$ cat config.mk
export PLATFORM = sky130hd
export DESIGN_NAME = usb_rx_bit_timer
export DESIGN_NICKNAME = d
export VERILOG_FILES = /design/src/rtl/usb_rx_bit_timer.sv
export SDC_FILE = /design/constraint.sdc
export NUM_CORES = 1
export LEC_CHECK = 0
export CAP_MARGIN = 20
export CORE_MARGIN = 1
export CORE_UTILIZATION = 31
export DETAILED_ROUTE_END_ITERATION = 8
export PLACE_DENSITY = 0.58
export SETUP_SLACK_MARGIN = 0.3
export SLEW_MARGIN = 40
export SYNTH_ARGS = -nofsm -noshare
export SYNTH_HDL_FRONTEND = slang
export SYNTH_SLANG_ARGS = --single-unit
$ cat constraint.sdc
create_clock -name clk -period 2.22 [get_ports clk]
set_clock_uncertainty 0.2 [all_clocks]
set_input_delay 0.222 -clock clk [delete_from_list [all_inputs] [get_ports clk]]
set_output_delay 0.222 -clock clk [all_outputs]
set_load 0.02 [all_outputs]
$ cat src/rtl/usb_rx_bit_timer.sv
// USB 1.1 full-speed receive bit timer: edge-resynchronised sampling, NRZI decode,
// bit-unstuffing and EOP detection on already-synchronised D+/D- levels.
module usb_rx_bit_timer #(
  parameter int unsigned CLKS_PER_BIT = 8,
  parameter int unsigned SAMPLE_PHASE = 3
) (
  input  logic clk,
  input  logic rst,
  input  logic d_plus_sync,
  input  logic d_minus_sync,
  input  logic rx_enable,
  output logic bit_valid,
  output logic bit_out,
  output logic rx_active,
  output logic eop,
  output logic stuff_err
);

  localparam int unsigned PhaseW = $clog2(CLKS_PER_BIT);
  localparam logic [PhaseW-1:0] LastPhase = PhaseW'(CLKS_PER_BIT - 1);
  localparam logic [PhaseW-1:0] SamplePh  = PhaseW'(SAMPLE_PHASE);
  localparam logic [PhaseW-1:0] PhaseOne  = PhaseW'(1);

  typedef enum logic [1:0] {StIdle, StReceive, StEopWait} state_e;

  state_e            state_q, state_d;
  logic [PhaseW-1:0] phase_q, phase_d;
  logic [2:0]        ones_cnt_q, ones_cnt_d;
  logic [1:0]        se0_cnt_q, se0_cnt_d;
  logic              prev_level_q, prev_level_d;
  logic              d_plus_q;
  logic              bit_valid_q, bit_valid_d;
  logic              bit_out_q, bit_out_d;
  logic              eop_q, eop_d;
  logic              stuff_err_q, stuff_err_d;

  logic              line_se0, edge_det, sample, nrzi_bit;
  logic [PhaseW-1:0] phase_next;

  // SE1 is treated as SE0; edges are only meaningful on a differential level.
  assign line_se0   = (d_plus_sync == d_minus_sync);
  assign edge_det   = !line_se0 && (d_plus_sync != d_plus_q);
  assign sample     = (state_q != StIdle) && (phase_q == SamplePh);
  assign nrzi_bit   = (d_plus_sync == prev_level_q);
  assign phase_next = (phase_q == LastPhase) ? '0 : phase_q + PhaseOne;

  // d_plus_q clears to 0 so a line parked at K out of reset is not taken as a J->K start.
  always_ff @(posedge clk) begin
    if (rst) begin
      state_q      <= StIdle;
      phase_q      <= '0;
      ones_cnt_q   <= '0;
      se0_cnt_q    <= '0;
      prev_level_q <= 1'b1;
      d_plus_q     <= 1'b0;
      bit_valid_q  <= 1'b0;
      bit_out_q    <= 1'b0;
      eop_q        <= 1'b0;
      stuff_err_q  <= 1'b0;
    end else begin
      state_q      <= state_d;
      phase_q      <= phase_d;
      ones_cnt_q   <= ones_cnt_d;
      se0_cnt_q    <= se0_cnt_d;
      prev_level_q <= prev_level_d;
      d_plus_q     <= d_plus_sync;
      bit_valid_q  <= bit_valid_d;
      bit_out_q    <= bit_out_d;
      eop_q        <= eop_d;
      stuff_err_q  <= stuff_err_d;
    end
  end

  always_comb begin
    state_d      = state_q;
    phase_d      = phase_q;
    ones_cnt_d   = ones_cnt_q;
    se0_cnt_d    = se0_cnt_q;
    prev_level_d = prev_level_q;
    bit_valid_d  = 1'b0;
    bit_out_d    = bit_out_q;
    eop_d        = 1'b0;
    stuff_err_d  = 1'b0;
    case (state_q)
      StIdle: begin
        phase_d = '0;
        if (!line_se0 && !d_plus_sync && d_plus_q) begin
          state_d      = StReceive;
          phase_d      = PhaseOne;
          prev_level_d = 1'b1;
          ones_cnt_d   = '0;
        end
      end
      StReceive: begin
        phase_d = edge_det ? PhaseOne : phase_next;
        if (sample) begin
          if (line_se0) begin
            state_d   = StEopWait;
            se0_cnt_d = '0;
          end else begin
            prev_level_d = d_plus_sync;
            if (ones_cnt_q == 3'd6) begin
              // Stuffed position: a 0 is discarded, a 1 is a protocol violation.
              if (nrzi_bit) begin
                stuff_err_d = 1'b1;
                state_d     = StIdle;
              end else begin
                ones_cnt_d = '0;
              end
            end else begin
              bit_valid_d = 1'b1;
              bit_out_d   = nrzi_bit;
              ones_cnt_d  = nrzi_bit ? ones_cnt_q + 3'd1 : '0;
            end
          end
        end
      end
      StEopWait: begin
        phase_d = phase_next;
        if (sample) begin
          if (line_se0) begin
            if (se0_cnt_q == 2'd2) begin
              se0_cnt_d = 2'd3;
              state_d   = StIdle;
            end else begin
              se0_cnt_d = se0_cnt_q + 2'd1;
            end
          end else begin
            eop_d   = d_plus_sync && (se0_cnt_q >= 2'd1);
            state_d = StIdle;
          end
        end
      end
      default: state_d = StIdle;
    endcase
    if (!rx_enable) begin
      state_d     = StIdle;
      phase_d     = '0;
      bit_valid_d = 1'b0;
      eop_d       = 1'b0;
      stuff_err_d = 1'b0;
    end
  end

  always_comb begin
    bit_valid = bit_valid_q;
    bit_out   = bit_out_q;
    eop       = eop_q;
    stuff_err = stuff_err_q;
    rx_active = (state_q != StIdle);
  end

endmodule
==> run_results.csv, run 1 <==
group,metric,value,unit
yosys,synth.area.top_cells,"dfxtp_1 (32%), ha_1 (16%), nand2_1 (4.9%), nand2b_1 (4.4%), a21oi_1 (3.5%)",
clocking,clk_latency,300,ps
timing,setup_viol,0,
clocking,cts_htree_levels,1,
clocking,numCtsBuffers,3,
global_route,grt_max_degree,12,
timing,rsz0062_at_grt,"yes",
placed_design,port_buffers,9,
timing,min_period_over_period,0.836,
timing,fin_tns_setup,0,ps
finish,layout.cells.most_common,"dfxtp_1",
floorplanning,rows,20,
power,p_leak,0.456,nW
clocking,cts_root_buffer,"clkbuf_4",
floorplanning,coreArea,3050,µm²
placed_design,place_congestion,0.829,
finish,antenna_cells,0,
timing,finalMaxSlewViolations,0,
finish,final_cells,173,
yosys,synth_edf_count,0,
timing,max_freq,539,MHz
route,ant_nets,0,
floorplanning,start_util,0.327,
worst_setup_path,crit_path_max_incr_delay,470,ps
floorplanning,io_pins,10,
worst_setup_path,start_kind,"input pin",
finish,layout.cells.most_common_list,"dfxtp_1 (16), nand2_1 (13), ha_1 (11)",
yosys,ys.flop_type,"dfxtp_1",
route,routed_wl,1960,µm
yosys,synthDistinctLibCells,39,
worst_setup_path,cp.required,2270,ps
worst_setup_path,path_cells,"clkdlybuf4s50_1, inv_1, ha_1, and2b_2, nand4_1, a21o_1, a21oi_2",
worst_setup_path,end_kind,"register",
timing,fin_crit,1860,ps
timing,max_slew.worst_pin.slew,293,ps
route,drtIter0Drc,14,
route,drc,0,
yosys,async_reset_ff_frac,0,
finish,drive_above_1_share,0.186,
floorplanning,die_h,58.8,µm
yosys,synthCells,114,
clocking,cts_tree,"yes",
placed_design,pre_cts_ws,64.3,ps
power,power_density,447,nW/µm²
placed_design,hpwlAfterDp,1570,µm
timing,final_hold_viol_count,0,
worst_setup_path,cp_top_family,"buffers and inverters",
route,via_count,794,
yosys,syn-num-nets,132,
worst_hold_path,hold_path.class,"reg2reg",
placed_design,dp_cells,168,
clocking,cts_buffer_depth,2,
yosys,seq_area_frac_synth,0.321,
finish,area_growth,22.1,%
clocking,clk_pin_slew,100,ps
route,wire_per_inst,11.3,µm
finish,final_nets,148,
global_route,grt_pass1_vias,799,
yosys,yosysTopAreaCellShare,0.321,
yosys,syn_area,998,µm²
global_route,overflow,0,
yosys,syn_area_per_cell,8.76,µm²
clocking,cts_sinks,16,
power,report.power.total,0.545,mW
yosys,yosysTopAreaCell,"dfxtp_1",
timing,timing.final.ws_setup,364,ps
run_status,status,"completed",
worst_setup_path,slowest_stage,"clkdlybuf4s50_1",
worst_setup_path,crit_type,"in2reg",
worst_setup_path,critPathBufInv,2,
flow_run,maxCapViolCount,0,
floorplanning,dieArea,3450,µm²
floorplanning,die_w,58.8,µm
global_route,grt_first_pass_wirelength,3420,µm
route,first_pass_iters,4,
worst_setup_path,crit_arrival,1900,ps
global_route,antenna_found_initial,0,
global_route,grt_usage,0.131,
route,vias_per_cell,4.59,
timing,holdWs,270,ps
timing,slew_headroom,0.805,
yosys,ys_seq_elements,16,
power,vdd_drop_max,0.000182,V
worst_setup_path,cp_max_fo,6,
yosys,ys_warn_count,0,
==> cell usage after synthesis (2+ instances only) <==
library cell	instances
ha_1	13
dfxtp_1	16
nand4_1	3
inv_1	9
nand2_1	13
nand3b_1	2
nand3_1	3
nor4_1	2
o21ai_0	3
nor2b_1	3
nand2b_1	7
nor2_1	6
a21oi_1	7
buf_2	2
==> per-layer routing <==
metal  global-route usage  up-vias  part of all wire  routed length, µm
li1                     -      419                 -                  -
met1                0.158      352              0.48                933
met2                0.227       18              0.47                920
met3               0.0132        5             0.035                 69
met4               0.0748        0             0.018                 36
met5                    0        -                 0                  0
==> flip-flops by register name (all words and copies together), names as in the netlist <==
signal,flops
d_plus_q,1
bit_out,1
state_q,2
prev_level_q,1
bit_valid,1
se0_cnt_q,2
eop,1
stuff_err,1
ones_cnt_q,3
phase_q,3
==> where the power goes <==
group | total [mW] | switching, mW | internal (mW)
combinational | 0.0534 | 0.0272 | 0.0261
sequential | 0.290 | 0.00172 | 0.289
clock | 0.201 | 0.101 | 0.100
total | 0.545 | 0.130 | 0.415
==> cell type report <==
cell class,count,area (µm²)
clock buffers,4,36.3
fillers,314,1830
inverters,10,37.5
multi-input cells,84,639
flip-flops and latches,16,320
well taps,44,55.1
repair buffers,15,130
==> per-stage QoR <==
stage                      util  area (µm²)
after floorplan               -         998
after global placement    0.380        1160
after detailed placement  0.380        1160
after CTS                 0.392        1200
after global routing      0.399        1220
final                     0.399        1220
==> worst paths after layout <==
check,startpoint,endpoint,slack (ps),cells after the start
setup / recovery,d_plus_sync,ones_cnt_q[0]$_SDFFE_PP0P_,360,7
hold / removal,bit_out$_SDFFE_PP0P_,bit_out$_SDFFE_PP0P_,270,2
hold reg to reg,bit_out$_SDFFE_PP0P_,bit_out$_SDFFE_PP0P_,270,2
setup reg to reg,phase_q[0]$_SDFFE_PP0P_,ones_cnt_q[0]$_SDFFE_PP0P_,400,7
==> worst reg2reg max path: stages, from the launching register on <==
cell,delay (ps)
dfxtp_1,370
ha_1,190
ha_2,220
nor2b_4,170
buf_4,130
nand4_1,170
a21o_1,240
a21oi_2,90
==> repair_timing <==
item | 4_1_cts | 5_1_grt
buffers inserted | 0 | 1
resized for setup | 2 | 6
setup endpoints to repair | 4 | 11
hold buffers | 0 | 0
==> kinds of logic (layout without fill, tap and decap cells) <==
family,count (synthesis),count (layout),synth area share
adder cells (fa/ha/maj),13,13,0.163
multiplexers,1,1,0.0100
flip-flops,16,16,0.321
buffers and inverters,14,29,0.0589
AND/OR/NAND/NOR,45,45,0.238
AO/OA/AOI/OAI,23,23,0.184
XOR/XNOR,2,2,0.0251
(Power assumes the default switching activity.)
==> run 2: changes to the inputs <==
PLACE_DENSITY = 0.59   (was 0.58)
clock period = 1.7 ns   (was 2.22 ns; I/O delays follow)
==> run 2 against run 1 <==
  * Register-to-register slack worse by 390 ps
  * Non-clock buffer count up 29
  * Wire length up 49%
  * Worst setup slack worse by 360 ps
  * Clock power up 9%
  * Core utilization up 14 points
  * Worst hold slack worse by 73 ps
  * Critical endpoint is now se0_cnt_q[0]$_SDFFE_PP0P_
  * Largest power group unchanged
==> run_results.csv, run 2 (synthesis results as in run 1) <==
group,metric,value,unit
run_status,status,"completed",
floorplanning,die_w,58.8,µm
worst_setup_path,r2r_start,"phase_q[1]$_SDFFE_PP0P_",
clocking,clk_pin_slew,100,ps
worst_hold_path,min_path_cells,4,
flow_run,maxCapViolCount,0,
route,wire_per_inst,14.5,µm
finish,utilization,0.542,
timing,timing.final.ws_setup,5.17,ps
finish,area_growth,65.7,%
finish,largest_registers,"ones_cnt_q: 3 flops, phase_q: 3 flops",
route,first_pass_iters,4,
timing,fin_crit,1690,ps
finish,layout.cells.most_common,"buf_4",
timing,max_slew.worst_pin.slew,292,ps
timing,setup_viol,0,
route,via_count,981,
power,vdd_drop_max,0.000374,V
finish,post-route-cell-area,1650,µm²
timing,final_hold_viol_count,0,
finish,regArea,329,µm²
placed_design,hpwlAfterDp,1760,µm
worst_hold_path,hp-start,"d_plus_sync",
clocking,cts_tree,"yes",
floorplanning,die_h,58.8,µm
clocking,clk_latency,300,ps
timing,max_freq,590,MHz
worst_setup_path,ff2ff_setup_slack,5,ps
route,drtIter0Drc,30,
timing,min_period_over_period,0.997,
worst_setup_path,worst_path_most_repeated_cell,"ha_4",
timing,fin_tns_setup,0,ps
clocking,cts_root_buffer,"clkbuf_4",
clocking,cts_htree_levels,1,
timing,holdWs,197,ps
global_route,overflow,0,
finish,multiInputGateArea,836,µm²
finish,antenna_cells,0,
worst_setup_path,cp_top_family,"flip-flops",
floorplanning,dieArea,3450,µm²
clocking,numCtsBuffers,3,
timing,slew_headroom,0.804,
timing,finalMaxSlewViolations,0,
clocking,cts_sinks,16,
clocking,holdBufCountCts,0,
worst_setup_path,start_kind,"register",
global_route,grt_usage,0.176,
finish,final_nets,177,
worst_setup_path,crit_path_max_incr_delay,340,ps
worst_setup_path,crit_type,"reg2reg",
floorplanning,io_pins,10,
worst_hold_path,hold_path_end,"d_plus_q$_SDFF_PP0_",
global_route,grt_pass1_vias,959,
clocking,cts_buffer_depth,2,
worst_setup_path,r2r-end,"se0_cnt_q[0]$_SDFFE_PP0P_",
worst_setup_path,crit_arrival,1700,ps
finish,drive_above_1_share,0.500,
placed_design,dp_cells,176,
global_route,grt_max_degree,10,
power,p_leak,0.662,nW
finish,nFillCells,282,
route,routed_wl,2930,µm
placed_design,pre_cts_ws,-404,ps
worst_setup_path,critPathBufInv,2,
finish,final_cells,202,
worst_hold_path,hold_path.class,"in2reg",
placed_design,place_congestion,0.870,
worst_setup_path,end_kind,"register",
route,vias_per_cell,4.86,
global_route,antenna_found_initial,0,
finish,layout.cells.most_common_list,"buf_4 (30), nand2_1 (12), dfxtp_1 (11)",
floorplanning,coreArea,3050,µm²
power,report.power.total,0.714,mW
timing,rsz0062_at_grt,"yes",
worst_setup_path,cp.required,1710,ps
power,power_density,432,nW/µm²
route,drc,0,
placed_design,placed_cell_area,1300,µm²
worst_setup_path,cp_max_fo,6,
floorplanning,rows,20,
floorplanning,start_util,0.327,
route,ant_nets,0,
worst_setup_path,r2r.worst_path.cells,8,
worst_setup_path,slowest_stage,"dfxtp_2",
placed_design,port_buffers,9,
global_route,grt_first_pass_wirelength,4420,µm
worst_setup_path,path_cells,"ha_4, ha_4, nor2b_4, buf_6, buf_4, and3_4, o21ai_2, a21oi_1",
==> run 2: changes by cell type in the layout (fill, tap and decap cells not counted), sizes merged <==
cell           before  now
buf                 6   36
clkdlybuf4s50       8    2
clkbuf              5    4
dlygate4sd2         0    6
==> run 2: layer usage <==
metal | GRT usage | share of wire
met4 | 0.0748 | 0.024
met5 | 0 | 0
met1 | 0.217 | 0.44
met2 | 0.279 | 0.49
met3 | 0.0571 | 0.054
==> run 2: how the worst max path moves through the flow <==
| stage | cells past startpoint | start | endpoint |
|---|---|---|---|
| after floorplan | 7 | phase_q[1]$_SDFFE_PP0P_ | state_q[0]$_SDFFE_PP0P_ |
| after global placement | 6 | d_plus_sync | state_q[0]$_SDFFE_PP0P_ |
| after detailed placement | 6 | d_plus_sync | ones_cnt_q[1]$_SDFFE_PP0P_ |
| after CTS | 7 | phase_q[0]$_SDFFE_PP0P_ | state_q[0]$_SDFFE_PP0P_ |
| after global routing | 7 | phase_q[1]$_SDFFE_PP0P_ | state_q[0]$_SDFFE_PP0P_ |
| final | 8 | phase_q[1]$_SDFFE_PP0P_ | se0_cnt_q[0]$_SDFFE_PP0P_ |
==> run 2: worst min-delay path, cell delays in order <==
cell	delay, ps
dlygate4sd2_1	250
inv_2	80
buf_4	120
nor2_1	50
==> run 2: layout make-up <==
cell class              instances  share of cell area
inverters                      10              0.0257
well taps                      44              0.0333
multi-input cells              84               0.505
flip-flops and latches         16               0.199
repair buffers                 44               0.221
clock buffers                   4              0.0159
==> run 2: timing repair <==
item                                    in CTS  in global routing
pin swaps                                   20                 16
resized for setup                           25                 23
buffers inserted                            12                 10
endpoints found under the setup margin      20                 16
==> run 2: where the power goes <==
group | switching, mW | total [mW] | internal, mW
combinational | 0.0557 | 0.115 | 0.0596
sequential | 0.00279 | 0.378 | 0.376
clock | 0.129 | 0.220 | 0.0915
total | 0.187 | 0.714 | 0.527
